### src/rtl/rr_stream_mux.sv
// Stream multiplexer: NCH valid/ready inputs feed one registered output stage.
// The grant comes either from an external select or from a round-robin arbiter.
module rr_stream_mux #(
   parameter int unsigned WIDTH = 4,
   parameter int unsigned NCH   = 4,
   parameter int unsigned MODE  = 0,
   localparam int unsigned CW   = $clog2(NCH)
) (
   input  logic                 clk,
   input  logic                 rst,
   input  logic [NCH*WIDTH-1:0] in_data,
   input  logic [NCH-1:0]       in_valid,
   output logic [NCH-1:0]       in_ready,
   input  logic [CW-1:0]        sel,
   output logic [WIDTH-1:0]     out_data,
   output logic [CW-1:0]        out_chan,
   output logic                 out_valid,
   input  logic                 out_ready
);

   logic [WIDTH-1:0] data_q, data_d;
   logic [CW-1:0]    chan_q, chan_d;
   logic             valid_q, valid_d;
   logic [CW-1:0]    ptr_q, ptr_d;

   logic          ld;
   logic          xfer;
   logic          sel_ok;
   logic          gnt_vld;
   logic [CW-1:0] gnt;
   logic [31:0]   idx;

   assign ld = !valid_q || out_ready;

   // A select wide enough to exceed NCH only exists for non-power-of-two NCH.
   if ((1 << CW) == NCH) begin : g_sel_full
      assign sel_ok = 1'b1;
   end else begin : g_sel_part
      assign sel_ok = (32'(sel) < NCH);
   end

   always_comb begin
      gnt     = '0;
      gnt_vld = 1'b0;
      idx     = '0;
      if (MODE == 0) begin
         gnt     = sel;
         gnt_vld = sel_ok;
      end else begin
         // Walk downward so the last hit is the first valid channel at or after ptr.
         for (int k = NCH - 1; k >= 0; k--) begin
            idx = (32'(ptr_q) + 32'(k)) % NCH;
            if (in_valid[idx[CW-1:0]]) begin
               gnt     = idx[CW-1:0];
               gnt_vld = 1'b1;
            end
         end
      end
   end

   always_comb begin
      in_ready = '0;
      if (!rst && ld && gnt_vld) begin
         in_ready[gnt] = 1'b1;
      end
   end

   assign xfer = |(in_valid & in_ready);

   always_comb begin
      data_d  = data_q;
      chan_d  = chan_q;
      valid_d = valid_q;
      ptr_d   = ptr_q;
      if (ld) begin
         valid_d = xfer;
         if (xfer) begin
            data_d = in_data[32'(gnt)*WIDTH +: WIDTH];
            chan_d = gnt;
            if (MODE == 1) begin
               ptr_d = (gnt == CW'(NCH - 1)) ? '0 : gnt + 1'b1;
            end
         end
      end
   end

   always_ff @(posedge clk) begin
      if (rst) begin
         data_q  <= '0;
         chan_q  <= '0;
         valid_q <= 1'b0;
         ptr_q   <= '0;
      end else begin
         data_q  <= data_d;
         chan_q  <= chan_d;
         valid_q <= valid_d;
         ptr_q   <= ptr_d;
      end
   end

   assign out_data  = data_q;
   assign out_chan  = chan_q;
   assign out_valid = valid_q;

endmodule

### config.mk
export PLATFORM = sky130hd
export DESIGN_NAME = rr_stream_mux
export DESIGN_NICKNAME = d
export VERILOG_FILES = /design/src/rtl/rr_stream_mux.sv
export SDC_FILE = /design/constraint.sdc
export NUM_CORES = 1
export LEC_CHECK = 0
export BUFFER_PORTS_ARGS = -buffer_cell sky130_fd_sc_hd__buf_2
export CORE_AREA = 2 2 39 41
export CTS_BUF_LIST = sky130_fd_sc_hd__clkbuf_4 sky130_fd_sc_hd__clkbuf_8
export CTS_CLUSTER_SIZE = 28
export DETAILED_ROUTE_END_ITERATION = 10
export DIE_AREA = 0 0 41 43
export GPL_ROUTABILITY_DRIVEN = 0
export PLACE_DENSITY_LB_ADDON = 0.25
export SYNTH_ARGS = -nofsm -noshare
export SYNTH_HDL_FRONTEND = slang
export SYNTH_SLANG_ARGS = --single-unit
### constraint.sdc
create_clock -name clk -period 1.5 [get_ports clk]
set_input_delay 0.15 -clock clk [delete_from_list [all_inputs] [get_ports clk]]
set_output_delay 0.15 -clock clk [all_outputs]
set_load 0.1 [all_outputs]
# Word level (Yosys, flattened, before mapping)

Cells that the tools add are included.

Register bits after elaboration: 7
Output and inout bits: 11

Order comparisons: 2
Shifts and indexed selects: 1
Multiplexer cells: 3
Bitwise gates (word level): 1
Reduce and logical (&&, ||, !) cells: 7

Operators with widths:

| kind                                                                          | count |
|---|---|
| 16-bit by 5-bit variable part select with 4-bit output                        | 1 |
| 4-bit AND                                                                     | 1 |
| 4-bit two-way mux                                                             | 1 |
| 4-bit OR reduction                                                            | 1 |
| 2-bit by 3-bit less-than comparator with 1-bit output (second input constant) | 1 |
| 1-bit demux with 2-bit select                                                 | 1 |
| 2-bit by 1-bit >= comparator with 1-bit output (second input constant)        | 1 |
| 1-bit logical AND                                                             | 2 |
| 1-bit logical NOT                                                             | 2 |
| 2-bit AND reduction                                                           | 1 |
| 1-bit logical OR                                                              | 1 |
| 1-bit two-way mux                                                             | 1 |

# Longest topological paths before layout

Depth in word-level cells: 8
Depth in mapped cells: 5

# Worst setup path after synthesis

No wires, ideal clock.

Kind: register -> output
Start point: register valid_q, in the netlist out_valid
End point: output in_ready[2]
Arrival time: 4,190 ps
Required time: 1,350 ps
Slack: -2,840 ps
Stages on the path, launching flop included: 4
Cells stage by stage: dfxtp_1 nor2b_1 clkbuf_1 nor4b_1

Longest elaborated chain between the ends: 4

RTL lines:

| item                     | line | RTL |
|---|---|---|
| start: declaration       | 23   | `logic valid_q, valid_d;` |
| start signal: assignment | 96   | `valid_q <= valid_d;` |
| 1-bit logical NOT        | 33   | `assign ld = !valid_q \|\| out_ready;` |
| 1-bit logical OR         | 33   |  |
| 1-bit logical AND        | 63   | `if (!rst && ld && gnt_vld) begin` |
| 4-bit two-way mux        | 63   |  |
| end: declaration         | 13   | `output logic [NCH-1:0] in_ready,` |

Every way passes these cells.

# Worst setup path in the final report

Ends and elaborated chain as after synthesis.

==> results.cfg <==
[outcome]
status = finished, final reports clean

[worst_setup_path]
crit_slowest_cell = dfxtp_4
slowest_delay_ns = 0.34
endpoint_kind = output port
critical_path.top_delay_family = simple AND/OR/NAND/NOR gates
timing.rr.start = out_valid
crit_start = out_valid
critPathKind = reg -> out
cp_num_buf_inv = 1
crit_required_ns = 1.35
rrSetupSlack_ns = 0.25
worstSetupEndpoint = in_ready[2]
startpoint_type = register
worstPathCellList = nor2b_4 -> nor4b_4 -> buf_12
worstPathArrival_ns = 1.29
reg2reg_depth = 4
r2r-end = out_data[3]
critPathMaxFanout = 8
cp.depth = 3

[synth]
ys_types = 21
synth_ff_type = dfxtp_1
syn-num-nets = 76
ys_seq_area_share_pct = 28.9
synthTopCellsByArea = dfxtp_1, mux4_1, a21oi_1
synth_area_per_cell_um2 = 9.49
synth_edf_count = 0
synth_top_cell_by_area = dfxtp_1
synth_async_sr_flop_share_pct = 0
syn_inst = 51
ys_seq_elements = 7
synth_top_cells_by_count = a21oi_1, dfxtp_1, o21ai_0
mappedNetlistArea_um2 = 484
synth-warning-count = 0
synth_top_cell_area_share_pct = 28.9

[die]
num_rows = 14
ioPinCount = 36
die_x_um = 41
start_util_pct = 35.0
die-height_um = 43
die_area_mm2 = 0.00176
coreArea_mm2 = 0.00138

[layout]
nets = 114
drive_above_1_share_pct = 56.8
final_cells = 104
final_area_um2 = 830
syn2layout_area_growth_pct = 71.3
post-route-util_pct = 59.9
fillCellCount = 104
diodes = 0

[grt]
antenna_found_initial = 0
grt_pass1_wl_um = 1990
grt_max_degree = 12
grt_pass1_vias = 530
grtUsageTotal_pct = 15.8
overflow = 0

[hold_path]
hold_class = in -> reg

[timing]
holdWs_ns = 0.264
worst_slack_ns = 0.0571
hold_viol_final = 0
fmax_mhz = 693
setup_violations = 0
max_slew_margin_pct = 68.0
drv_slew = 0
finalSetupTns_ns = 0
tightest_slew_ns = 0.484
rsz0062_at_grt = false
finalCritPeriodShare_pct = 96.2
fin_worst_skew_ns = 0.000500
period_needed_ns = 1.44

[clock_network]
worstSkewPairLatency_ns = 0.24
cts.clk_slew.worst_paths_ns = 0.05
cts_made_buffers = 3
cts_resized = 0
cts_sinks = 7
h-tree-depth = 1
postCtsHoldBufs = 0
root_buffer = clkbuf_4
clockBufferDepth = 2
post_cts_buffers = 0
cts_tree = done

[placement]
port_buffers = 35
post-place-ws_ns = 0.259
placed_cell_area_um2 = 800
dpl.hpwl_um = 1020
post-place-cells = 100

[route]
ant_nets = 0
via_count = 544
drtIter0Drc = 10
wl_per_cell_um = 11.3
firstDrtPassIters = 4
drt-total-wl_um = 1180
drc = 0
avgViaCountPerCell = 5.23

[power_and_ir_drop]
power_mw = 0.722
p_leak_nw = 0.378
ir_drop_v = 0.000367
p_per_area_mw_per_mm2 = 870

[run]
cap_violations = 0
[layer usage]
layer / GRT usage, % / up-vias / routed length [µm]
li1: - / 272 / -
met5: 0 / - / 0
met2: 24.7 / 29 / 608
met3: 3.14 / 0 / 98
met1: 21.5 / 243 / 469
met4: 4.00 / 0 / 0
[cell type report]
cell class / count / area [µm²] / area share [%]
clock buffers: 4 / 30.0 / 3.62
repair buffers: 37 / 250 / 30.2
multi-input cells: 39 / 382 / 46.0
flip-flops and latches: 7 / 144 / 17.3
inverters: 1 / 3.75 / 0.452
well taps: 16 / 20.0 / 2.41
[cell usage in the layout, fill, tap and decap left out, drive strengths merged]
master and instances:
nor2 2, or3 1, mux2i 3, nor2b 1
buf 37, a21oi 7, nand2b 1, nor4b 2
nand2 1, nor4 2, nor3 1, mux2 1
dfxtp 7, inv 1, and3 1, o21ai 7
nand3 5, clkbuf 4, mux4 4
[worst reg2reg max path, delay by kind of cell, from the launching register on]
family | cells | cell delay [ns]
simple gates | 2 | 0.46
compound gates | 2 | 0.31
flops | 1 | 0.34
[power by group]
part | total [mW] | internal [mW] | switching [mW]
Clock | 0.188 | 0.120 | 0.0685
Sequential | 0.210 | 0.202 | 0.00819
Combinational | 0.324 | 0.102 | 0.222
Total | 0.722 | 0.423 | 0.298
[state kept, by name, indices dropped and copies added (netlist names)]
name,flops
out_valid,1
out_data,4
out_chan,2
[cell families after synthesis]
| kind of cell | after synthesis | synth area share, % |
|---|---|---|
| multiplexers | 8 | 29.5 |
| buffers and inverters | 5 | 6.20 |
| AO/OA/AOI/OAI | 14 | 14.5 |
| AND/OR/NAND/NOR | 17 | 20.9 |
| flip-flops | 7 | 28.9 |
[worst min-delay path by stage]
| stage | start | to | slack (ns) | depth (start not counted) |
|---|---|---|---|---|
| 6_report | rst | out_chan[0] | 0.26 | 2 |
| 2_1_floorplan | out_ready | out_valid | 0.36 | 2 |
| 4_1_cts | rst | out_chan[0] | 0.26 | 2 |
| 3_3_place_gp | out_data[3] | out_data[3] | 0.46 | 2 |
| 3_5_place_dp | out_data[2] | out_data[2] | 0.46 | 2 |
| 5_1_grt | rst | out_chan[0] | 0.30 | 2 |
Note: power is estimated with default switching activity, not from simulation.
